## src/rtl/goertzel_loop_engine.sv

```systemverilog
// Goertzel recursion engine: walks one sample bank through s[n] = x + coeff*s[n-1] - s[n-2]
// and leaves s[N-1]/s[N-2] on T1/T2. Every instance follows the same cycle sequence.
module goertzel_loop_engine #(
  parameter int unsigned D_W         = 8,
  parameter int unsigned A_W         = 9,
  parameter int unsigned NUM_SAMPLES = 512,
  parameter int unsigned C_FRAC      = 14
) (
  input  logic           sys_clk,
  input  logic           sys_rst,
  input  logic           enable,
  input  logic           start,
  input  logic [15:0]    coeff,
  input  logic [D_W-1:0] data_n,
  output logic [15:0]    T1,
  output logic [15:0]    T2,
  output logic [A_W-1:0] read_address,
  output logic           ready,
  output logic           done
);

  localparam logic [A_W-1:0] LastIdx = A_W'(NUM_SAMPLES - 1);

  typedef enum logic [2:0] {
    StIdle,
    StPrime,
    StMul,
    StAcc,
    StDone
  } state_e;

  state_e         state_q, state_d;
  logic [15:0]    t1_q, t1_d;
  logic [15:0]    t2_q, t2_d;
  logic [15:0]    x_q, x_d;
  logic [15:0]    prod_q, prod_d;
  logic [A_W-1:0] count_q, count_d;
  logic [A_W-1:0] raddr_q, raddr_d;
  logic           ready_q, ready_d;
  logic           done_q, done_d;

  logic signed [31:0] prod_full;
  logic signed [31:0] prod_shift;
  logic        [15:0] s0;

  // Full-width signed product; the arithmetic shift floors toward minus infinity.
  assign prod_full  = $signed({{16{coeff[15]}}, coeff}) * $signed({{16{t1_q[15]}}, t1_q});
  assign prod_shift = prod_full >>> C_FRAC;
  assign s0         = x_q + prod_q - t2_q;

  always_comb begin
    state_d = state_q;
    t1_d    = t1_q;
    t2_d    = t2_q;
    x_d     = x_q;
    prod_d  = prod_q;
    count_d = count_q;
    raddr_d = raddr_q;
    ready_d = ready_q;
    done_d  = done_q;
    unique case (state_q)
      StIdle, StDone: begin
        if (start) begin
          t1_d    = '0;
          t2_d    = '0;
          count_d = '0;
          raddr_d = '0;
          done_d  = 1'b0;
          ready_d = 1'b0;
          state_d = StPrime;
        end
      end
      StPrime: state_d = StMul;
      StMul: begin
        x_d    = 16'(data_n);
        prod_d = prod_shift[15:0];
        // Address stays on the last sample so the bus is quiet once the run ends.
        if (count_q != LastIdx) raddr_d = raddr_q + 1'b1;
        state_d = StAcc;
      end
      StAcc: begin
        t2_d = t1_q;
        t1_d = s0;
        if (count_q == LastIdx) begin
          done_d  = 1'b1;
          ready_d = 1'b1;
          state_d = StDone;
        end else begin
          count_d = count_q + 1'b1;
          state_d = StMul;
        end
      end
      default: state_d = StIdle;
    endcase
  end

  always_ff @(posedge sys_clk) begin
    if (sys_rst) begin
      state_q <= StIdle;
      t1_q    <= '0;
      t2_q    <= '0;
      x_q     <= '0;
      prod_q  <= '0;
      count_q <= '0;
      raddr_q <= '0;
      ready_q <= 1'b1;
      done_q  <= 1'b0;
    end else if (enable) begin
      state_q <= state_d;
      t1_q    <= t1_d;
      t2_q    <= t2_d;
      x_q     <= x_d;
      prod_q  <= prod_d;
      count_q <= count_d;
      raddr_q <= raddr_d;
      ready_q <= ready_d;
      done_q  <= done_d;
    end
  end

  assign T1           = t1_q;
  assign T2           = t2_q;
  assign read_address = raddr_q;
  assign ready        = ready_q;
  assign done         = done_q;

endmodule

```

## config.mk

```make
export PLATFORM = sky130hd
export DESIGN_NAME = goertzel_loop_engine
export DESIGN_NICKNAME = d
export VERILOG_FILES = /design/src/rtl/goertzel_loop_engine.sv
export SDC_FILE = /design/constraint.sdc
export NUM_CORES = 1
export LEC_CHECK = 0
export ABC_AREA = 1
export BUFFER_PORTS_ARGS = -buffer_cell sky130_fd_sc_hd__buf_2
export CAP_MARGIN = 40
export CORE_MARGIN = 5
export CORE_UTILIZATION = 50
export CTS_BUF_LIST = sky130_fd_sc_hd__clkbuf_4 sky130_fd_sc_hd__clkbuf_8
export CTS_CLUSTER_SIZE = 20
export DETAILED_ROUTE_END_ITERATION = 10
export PLACE_DENSITY_LB_ADDON = 0.05
export SETUP_SLACK_MARGIN = 0.2
export SYNTH_ARGS = -nofsm -noshare
export SYNTH_HDL_FRONTEND = slang
export SYNTH_SLANG_ARGS = --single-unit
```

## constraint.sdc

```tcl
create_clock -name sys_clk -period 6.6 [get_ports sys_clk]
set_input_delay 0.33 -clock sys_clk [delete_from_list [all_inputs] [get_ports sys_clk]]
set_output_delay 0.33 -clock sys_clk [all_outputs]
set_load 0.01 [all_outputs]
```

==> results of run 1 <==
-- per-layer routing --
| metal | wire (um) | vias up | share of wire |
|---|---|---|---|
| met5 | 13 | - | 0.00033 |
| met4 | 510 | 2 | 0.013 |
| met3 | 1576 | 26 | 0.040 |
| met2 | 19070 | 234 | 0.49 |
| met1 | 17860 | 5754 | 0.46 |
| li1 | - | 5742 | - |
-- metrics by stage --
step	area, sq um	hold WS (ns)	total power [mW]	util
floorplan	14230	0.4215	0.6813	-
finish	15250	0.2119	1.158	0.5460
global route	15250	0.2186	1.223	0.5460
detailed placement	15040	0.4497	0.7576	0.5383
global placement	15010	0.4411	0.7565	0.5372
CTS	15250	0.1947	1.164	0.5459
-- power groups by stage --
stage	Sequential, mW	Combinational [mW]	Clock (mW)
final	0.489	0.262	0.407
after floorplan	0.498	0.183	0
after detailed placement	0.500	0.258	0
after CTS	0.489	0.259	0.416
after global placement	0.500	0.256	0
after global routing	0.490	0.298	0.436
-- critical path: stages, from the launching register on --
cell and delay, ns:
dfxtp_1 0.43, nand2_1 0.15, inv_1 0.10, fa_2 0.67, inv_1 0.11, fa_1 0.70
inv_1 0.22, fa_1 0.55, inv_1 0.05, fa_1 0.53, inv_1 0.05, fa_1 0.49
fa_1 0.41, ha_1 0.39, nand2_1 0.14, nor2_1 0.19, nand2_1 0.10, nor4_1 0.17
nand2_1 0.12, nand3_1 0.08, nand2_1 0.05, nor2_1 0.11, nor2_1 0.04
-- final timing paths --
path | from | to | cells past startpoint
setup reg to reg | T1[1]$_SDFFE_PP0P_ | prod_q[13]$_SDFFE_PP0P_ | 22
setup / recovery | T1[1]$_SDFFE_PP0P_ | prod_q[13]$_SDFFE_PP0P_ | 22
hold / removal | data_n[0] | x_q[0]$_SDFFE_PP0P_ | 3
hold reg to reg | done$_SDFFE_PP0P_ | done$_SDFFE_PP0P_ | 2
-- cell usage in the layout, fill, tap and decap left out, types with 30 or more instances in the layout --
cell type,Yosys,routed
inv_1,529,529
nand2_1,496,496
fa_1,255,254
a21oi_1,116,116
ha_1,102,102
nor2_1,94,94
dfxtp_1,79,78
buf_2,9,70
nand3_1,60,60
o21ai_0,51,51
buf_4,0,30
-- area by class of cell --
cell class | count | share of cell area
Clock buffer | 10 | 0.009023
Timing Repair Buffer | 103 | 0.04101
Clock inverter | 6 | 0.004922
Tap cell | 378 | 0.03101
Inverter | 533 | 0.1312
Sequential cell | 79 | 0.1038
Multi-Input combinational cell | 1256 | 0.6790
-- cells by family after synthesis --
family,after synthesis,synth area share
AO/OA/AOI/OAI,193,0.07245
XOR/XNOR,9,0.005539
adder cells (fa/ha/maj),357,0.4484
buffers and inverters,608,0.1612
flip-flops,79,0.1111
AND/OR/NAND/NOR,697,0.2012
-- synth_stat cells (3+ instances only) --
library cell  instances  area (sq um)
ha_1                102          1276
nand3_1              60         300.3
inv_1               529          1986
fa_1                255          5105
buf_2                 9         45.04
o21a_1                5         37.54
xnor2_1               4         35.03
nand4_1              10         62.56
nand3b_1              4         30.03
clkbuf_1             63         236.5
inv_2                 3         11.26
or2_2                 6         37.54
nor3_1                6         30.03
dfxtp_1              79          1582
xor2_1                5         43.79
a21o_1                4         30.03
nand2_1             496          1862
buf_1                 3         11.26
o21bai_1              7         52.55
nor2_1               94         352.8
a31oi_1               3         18.77
a21oi_1             116         580.6
o21ai_0              51         255.2
o21ai_1               3         15.01
nand2b_1              3         18.77
-- state kept, by name (all words and copies together), names as in the netlist --
register	count
T1	16
T2	16
count_q	9
done	1
prod_q	16
read_address	9
ready	1
state_q	3
x_q	8
-- timing repair --
action / in CTS / in global routing
endpoints found under the hold margin: 0 / 0
resized for setup: 0 / 2
setup endpoints to repair: 0 / 3
==> results.toml, run 1 <==
[status]
outcome = "finished clean"

[floorplanning]
start_util = 0.5095
die_x_um = 178.7
ioPinCount = 71
num_rows = 61
dieArea_sq_um = 31940
design.core.area_sq_um = 27930
die_y_um = 178.7

[clock_tree]
post_cts_buffers = 0
cts_max_level = 3
cts_tree = "done"
clockBufferDepth = 2
cts_hold_buffers = 0
clkLatencyLatePin_ns = 0.37
cts-buffers-inserted = 9
clk_pin_slew_ns = 0.11
cts.sinks = 79
cts-root-buf = "clkbuf_8"

[setup_path]
reg2reg_slack_ns = 0.63
cp-start-kind = "flop"
crit_type = "flop to flop"
cp.arrival_ns = 6.21
critPathMaxFanout = 9
endpoint_kind = "flop"
critical_path_required_ns = 6.84

[sta]
rsz0062_at_grt = "no"
finClkSkew_ns = 0.02804
period_minus_slack_ns = 5.970
drv_slew = 0
finalWorstSetupSlack_ns = 0.6302
relSlewSlack = 0.4505
worstMarginPinSlew_ns = 0.8233
max_freq_mhz = 167.5
hold_viol_final = 0
fin_crit_sh = 0.9045
setup_viol = 0
finalSetupTns_ns = 0

[power]
power.density_nw_per_um2 = 75.94
p_int_mw = 0.7549
pwr-share-comb = 0.226
p_sw_frac = 0.3482
ir_drop_mv = 0.1119
clkPwrFrac = 0.352
p_leak_nw = 8.806
p_seq_frac = 0.422
p_sw_mw = 0.4033

[logic_synthesis]
ys.flop_type = "dfxtp_1"
yosysUniqueCellTypes = 39
seq_area_frac_synth = 0.1111
ys_async_sr_fraction = 0
ys_ff_latch = 79
syn_avg_cell_area_sq_um = 7.324
synth_nets = 2328
synth_edf_count = 0
netlist_area_sq_um = 14230
syn_inst = 1943
ys_warn_count = 0

[routing]
dr_total_vias = 11760
wl_per_cell_um = 16.50
avgViaCountPerCell = 4.972
ant_nets = 0
drc = 0
wl_um = 39030
firstDrtPassIters = 5
drt-initial-drc-count = 745

[placed_design]
hpwl_um = 32160
pre_cts_slack_ns = 0.4958
place_congestion = 0.9050
post-place-cells = 2349
io_buffers = 70

[grt]
grt_pass1_vias = 11910
grtUsageMet3 = 0.02467
grt_antenna_before_repair = 1
grt_overflow_total = 0
grt_busiest_layer = "met2"
grt_util_met2 = 0.4434
grt.met1_usage = 0.3641
grt_max_degree = 54
grt_use_total = 0.2582
grt_pass1_wl_um = 64200

[final_layout]
drive_gt1_frac = 0.07499
antennaDiodeCount = 0
multi_input_area_sq_um = 10360
seqCellArea_sq_um = 1583
layout.cells.non_filler = 2365
fill_cells = 2803
syn_to_final_growth_pct = 7.183
fin_nets = 2367

[run]
maxCapViolations = 0

[worst_hold_path]
min_path_type = "input port to flop"
Power figures use the tool's default switching activity.
==> run 2, diff against run 1 <==
--- a/config.mk
+++ b/config.mk
@@ -8,8 +8,10 @@
 export ABC_AREA = 1
 export BUFFER_PORTS_ARGS = -buffer_cell sky130_fd_sc_hd__buf_2
 export CAP_MARGIN = 40
+export CELL_PAD_IN_SITES_DETAIL_PLACEMENT = 0
+export CELL_PAD_IN_SITES_GLOBAL_PLACEMENT = 1
 export CORE_MARGIN = 5
-export CORE_UTILIZATION = 50
+export CORE_UTILIZATION = 48
 export CTS_BUF_LIST = sky130_fd_sc_hd__clkbuf_4 sky130_fd_sc_hd__clkbuf_8
 export CTS_CLUSTER_SIZE = 20
 export DETAILED_ROUTE_END_ITERATION = 10
==> results.toml, run 2 (synthesis results as in run 1) <==
[setup_path]
critPathMaxFanout = 9
crit_type = "flop to flop"
r2r_end = "prod_q[12]$_SDFFE_PP0P_"
endpoint_kind = "flop"
slowest_delay_ns = 0.70
ff2ff_path_depth = 18
critical_path_required_ns = 6.87
reg2reg_slack_ns = 0.60
crit_start = "T1[1]$_SDFFE_PP0P_"
cp.arrival_ns = 6.28
cp-start-kind = "flop"
critPathTopFamily = "adder cells"
crit_chain = "nand2_1 -> inv_1 -> fa_2 -> inv_1 -> fa_1 -> inv_1 -> fa_1 -> fa_1 -> fa_1 -> fa_1 -> ha_1 -> nand2_1 -> nor3_1 -> nand3_1 -> nand3_1 -> nand2_1 -> nor2_1 -> nor2_1"
path_buf_inv = 3
crit_path_frequent_cell = "fa_1"
cp_slowest_cell = "fa_1"
r2r_start = "T1[1]$_SDFFE_PP0P_"

[sta]
setup_viol = 0
hold_viol_final = 0
max_freq_mhz = 166.5
finalSetupTns_ns = 0
hold_slack_ns = 0.2248
relSlewSlack = 0.4381
finClkSkew_ns = 0.01421
rsz0062_at_grt = "no"
drv_slew = 0
fin_crit_sh = 0.9098
worstMarginPinSlew_ns = 0.8416
period_minus_slack_ns = 6.005

[final_layout]
layout_common_cells = "inv_1 (529), nand2_1 (496), fa_1 (254)"
antennaDiodeCount = 0
layout.cells.non_filler = 2385
fin_nets = 2375
drive_gt1_frac = 0.07820
fin_util = 0.5197
syn_to_final_growth_pct = 7.649
final_common_cell = "inv_1"

[status]
outcome = "finished clean"

[worst_hold_path]
hold_start = "data_n[0]"
hold_end = "x_q[0]$_SDFFE_PP0P_"
min_path_type = "input port to flop"
hold_depth = 3

[grt]
grt_overflow_total = 0
grt_pass1_vias = 11960
grt_use_total = 0.2526
grt_antenna_before_repair = 0
grt_max_degree = 54
grt_pass1_wl_um = 65670

[placed_design]
hpwl_um = 33670
post-place-cells = 2369
io_buffers = 70
place_congestion = 0.9410

[floorplanning]
ioPinCount = 71
start_util = 0.4827
num_rows = 63
design.core.area_sq_um = 29480
dieArea_sq_um = 33190
die_x_um = 182.2
die_y_um = 182.2

[run]
maxCapViolations = 0

[clock_tree]
cts.sinks = 79
clockBufferDepth = 2
cts_tree = "done"
cts_max_level = 3
clkLatencyLatePin_ns = 0.38
cts-root-buf = "clkbuf_8"
post_cts_buffers = 0
cts-buffers-inserted = 9
clk_pin_slew_ns = 0.10

[routing]
drt-initial-drc-count = 833
wl_um = 39830
ant_nets = 0
avgViaCountPerCell = 4.955
firstDrtPassIters = 7
drc = 0
dr_total_vias = 11820
wl_per_cell_um = 16.70

[power]
power.density_nw_per_um2 = 78.43
p_total_mw = 1.202
p_leak_nw = 8.856
ir_drop_mv = 0.09323
run 2: changes by cell type in the layout (fill, tap and decap cells not counted), sizes merged:
cell      change
bufinv        +1
inv           +1
buf           +8
clkbuf        -1
clkinvlp      -1
run 2: cell type report:
cell class / count / area (sq um)
Multi-Input combinational cell: 1256 / 10360
Clock inverter: 7 / 108.9
Sequential cell: 79 / 1582
Inverter: 533 / 2002
Fill cell: 3077 / 14160
Clock buffer: 9 / 123.9
Tap cell: 390 / 488.0
Timing Repair Buffer: 111 / 658.1
run 2: how the worst max path moves through the flow:
stage,endpoint,slack [ns],depth (start not counted)
global route,prod_q[15]$_SDFFE_PP0P_,0.21,23
finish,prod_q[12]$_SDFFE_PP0P_,0.60,18
detailed placement,prod_q[12]$_SDFFE_PP0P_,0.54,19
CTS,prod_q[12]$_SDFFE_PP0P_,0.56,18
global placement,prod_q[10]$_SDFFE_PP0P_,0.66,21
floorplan,prod_q[15]$_SDFFE_PP0P_,1.11,22
run 2: stage by stage:
step                instance area [sq um]  setup slack, ns
detailed placement                  15080           0.5358
global placement                    15080           0.6588
finish                              15320           0.5955
floorplan                           14230            1.114
global route                        15320           0.2147
CTS                                 15320           0.5556
run 2: worst reg2reg max path, cell delays in order (launching register included):
cell	delay (ns)
dfxtp_1	0.45
nand2_1	0.18
inv_1	0.11
fa_2	0.66
inv_1	0.11
fa_1	0.70
inv_1	0.23
fa_1	0.52
fa_1	0.58
fa_1	0.43
fa_1	0.44
ha_1	0.41
nand2_1	0.15
nor3_1	0.37
nand3_1	0.22
nand3_1	0.11
nand2_1	0.05
nor2_1	0.14
nor2_1	0.05
run 2: repair_timing:
action,in CTS,in global routing
setup endpoints to repair,0,2
hold buffers,0,0
gates resized for setup,0,1
run 2: per-layer routing:
metal,wire [um],vias up,track usage
li1,-,5754,-
met4,1040,0,0.05884
met2,18650,257,0.4175
met1,18400,5763,0.3632
met3,1731,43,0.02292
met5,0,-,0
run 2: power breakdown:
group / internal [mW] / leakage [nW] / switching (mW) / total [mW]
Clock: 0.222 / 0.118 / 0.226 / 0.448
Combinational: 0.0809 / 8.10 / 0.183 / 0.264
Sequential: 0.484 / 0.638 / 0.00604 / 0.490
Total: 0.787 / 8.86 / 0.415 / 1.20
==> run 3, diff against run 2 <==
--- a/config.mk
+++ b/config.mk
@@ -15,7 +15,7 @@
 export CTS_BUF_LIST = sky130_fd_sc_hd__clkbuf_4 sky130_fd_sc_hd__clkbuf_8
 export CTS_CLUSTER_SIZE = 20
 export DETAILED_ROUTE_END_ITERATION = 10
-export PLACE_DENSITY_LB_ADDON = 0.05
+export PLACE_DENSITY = 0.82
 export SETUP_SLACK_MARGIN = 0.2
 export SYNTH_ARGS = -nofsm -noshare
 export SYNTH_HDL_FRONTEND = slang
==> results.toml, run 3 (synthesis results as in run 1) <==
[routing]
drc = 0
ant_nets = 0
dr_total_vias = 11850
avgViaCountPerCell = 4.989
drt-initial-drc-count = 630
wl_um = 39200
firstDrtPassIters = 6
wl_per_cell_um = 16.50

[floorplanning]
num_rows = 63
ioPinCount = 71
die_x_um = 182.2
start_util = 0.4827
dieArea_sq_um = 33190
die_y_um = 182.2
design.core.area_sq_um = 29480

[setup_path]
crit_chain = "nand2_1 -> fa_1 -> fa_1 -> inv_1 -> fa_1 -> inv_1 -> fa_1 -> inv_1 -> fa_1 -> fa_1 -> ha_1 -> nand2_1 -> nor2_1 -> nand2_1 -> nor4_1 -> nand2_1 -> nand3_1 -> nand2_1 -> nor2_1 -> nor2_1"
slowest_delay_ns = 0.77
crit_start = "T1[4]$_SDFFE_PP0P_"
ff2ff_path_depth = 20
cp_slowest_cell = "dfxtp_1"
crit_cells = 20
crit_path_end = "prod_q[13]$_SDFFE_PP0P_"
reg2reg_slack_ns = 0.53
cp.arrival_ns = 6.34
critPathTopFamily = "adder cells"
critical_path_required_ns = 6.87
r2r_start = "T1[4]$_SDFFE_PP0P_"
endpoint_kind = "flop"
critPathMaxFanout = 12
cp-start-kind = "flop"
crit_path_frequent_cell = "fa_1"
r2r_end = "prod_q[13]$_SDFFE_PP0P_"
crit_type = "flop to flop"
path_buf_inv = 3

[sta]
max_freq_mhz = 164.6
drv_slew = 0
finalSetupTns_ns = 0
hold_viol_final = 0
rsz0062_at_grt = "no"
fin_crit_sh = 0.9204
period_minus_slack_ns = 6.074
relSlewSlack = 0.4393
finClkSkew_ns = 0.01610
worstMarginPinSlew_ns = 0.8399
setup_viol = 0

[clock_tree]
clk_pin_slew_ns = 0.10
cts-buffers-inserted = 9
cts-root-buf = "clkbuf_8"
clockBufferDepth = 2
cts.sinks = 79
clkLatencyLatePin_ns = 0.38
cts_hold_buffers = 0
cts_resized = 0
post_cts_buffers = 0
cts_tree = "done"
cts_max_level = 3

[grt]
grt_max_degree = 54
grt_overflow_total = 0
grt_use_total = 0.2464
grt_pass1_vias = 12380
grt_pass1_wl_um = 65010
grt_antenna_before_repair = 0

[run]
maxCapViolations = 0

[placed_design]
hpwl_um = 32820
io_buffers = 70
place_congestion = 0.9152

[final_layout]
fin_util = 0.5160
syn_to_final_growth_pct = 6.884
fin_nets = 2365
layout_common_cells = "inv_1 (529), nand2_1 (496), fa_1 (255)"
antennaDiodeCount = 0
final_common_cell = "inv_1"
drive_gt1_frac = 0.07305

[power]
p_total_mw = 1.127
power.density_nw_per_um2 = 74.09
ir_drop_mv = 0.1024
p_leak_nw = 8.789

[status]
outcome = "finished clean"

[worst_hold_path]
min_path_type = "input port to flop"
[run 3: worst register-to-register path, cell delays in order (launching register included)]
cell and delay, ns:
dfxtp_1 0.77, nand2_1 0.25, fa_1 0.59, fa_1 0.64, inv_1 0.21, fa_1 0.54
inv_1 0.05, fa_1 0.53, inv_1 0.05, fa_1 0.49, fa_1 0.42, ha_1 0.39
nand2_1 0.13, nor2_1 0.18, nand2_1 0.11, nor4_1 0.20, nand2_1 0.13, nand3_1 0.08
nand2_1 0.05, nor2_1 0.11, nor2_1 0.04
[run 3: worst min path at each step]
| stage | start | endpoint | slack (ns) | cells after the start |
|---|---|---|---|---|
| 2_1_floorplan | count_q[7]$_SDFFE_PP0P_ | count_q[7]$_SDFFE_PP0P_ | 0.42 | 1 |
| 3_3_place_gp | ready$_SDFFE_PP1P_ | ready$_SDFFE_PP1P_ | 0.44 | 2 |
| 3_5_place_dp | count_q[7]$_SDFFE_PP0P_ | count_q[7]$_SDFFE_PP0P_ | 0.45 | 1 |
| 4_1_cts | data_n[3] | x_q[3]$_SDFFE_PP0P_ | 0.22 | 3 |
| 5_1_grt | data_n[2] | x_q[2]$_SDFFE_PP0P_ | 0.23 | 3 |
| 6_report | data_n[0] | x_q[0]$_SDFFE_PP0P_ | 0.23 | 3 |
[run 3: through the flow]
step	cells	cell area, sq um	hold WS, ns	worst slack (ns)
finish	2375	15210	0.2324	0.5257
global route	2375	15210	0.2280	0.2223
CTS	2375	15210	0.2191	0.5720
detailed placement	2359	15010	0.4450	0.4077
global placement	2358	15000	0.4373	0.6055
floorplan	1943	14230	0.4215	1.114
[run 3: layout make-up]
| class | instances | area, sq um |
|---|---|---|
| Inverter | 533 | 2002 |
| Clock inverter | 7 | 73.82 |
| Clock buffer | 9 | 123.9 |
| Fill cell | 3005 | 14270 |
| Tap cell | 390 | 488.0 |
| Timing Repair Buffer | 101 | 586.8 |
| Multi-Input combinational cell | 1256 | 10350 |
| Sequential cell | 79 | 1582 |
[run 3: metal layers]
| layer | share of wire | track usage | wire, um |
|---|---|---|---|
| met4 | 0.025 | 0.05704 | 986 |
| met5 | 0 | 0 | 0 |
| met3 | 0.036 | 0.02133 | 1424 |
| met1 | 0.45 | 0.3352 | 17560 |
| met2 | 0.49 | 0.4302 | 19230 |
[run 3: power breakdown]
part	internal (mW)	leakage [nW]	switching (mW)	total, mW
registers	0.484	0.638	0.00519	0.489
logic	0.0793	8.05	0.184	0.263
clock network	0.150	0.101	0.225	0.375
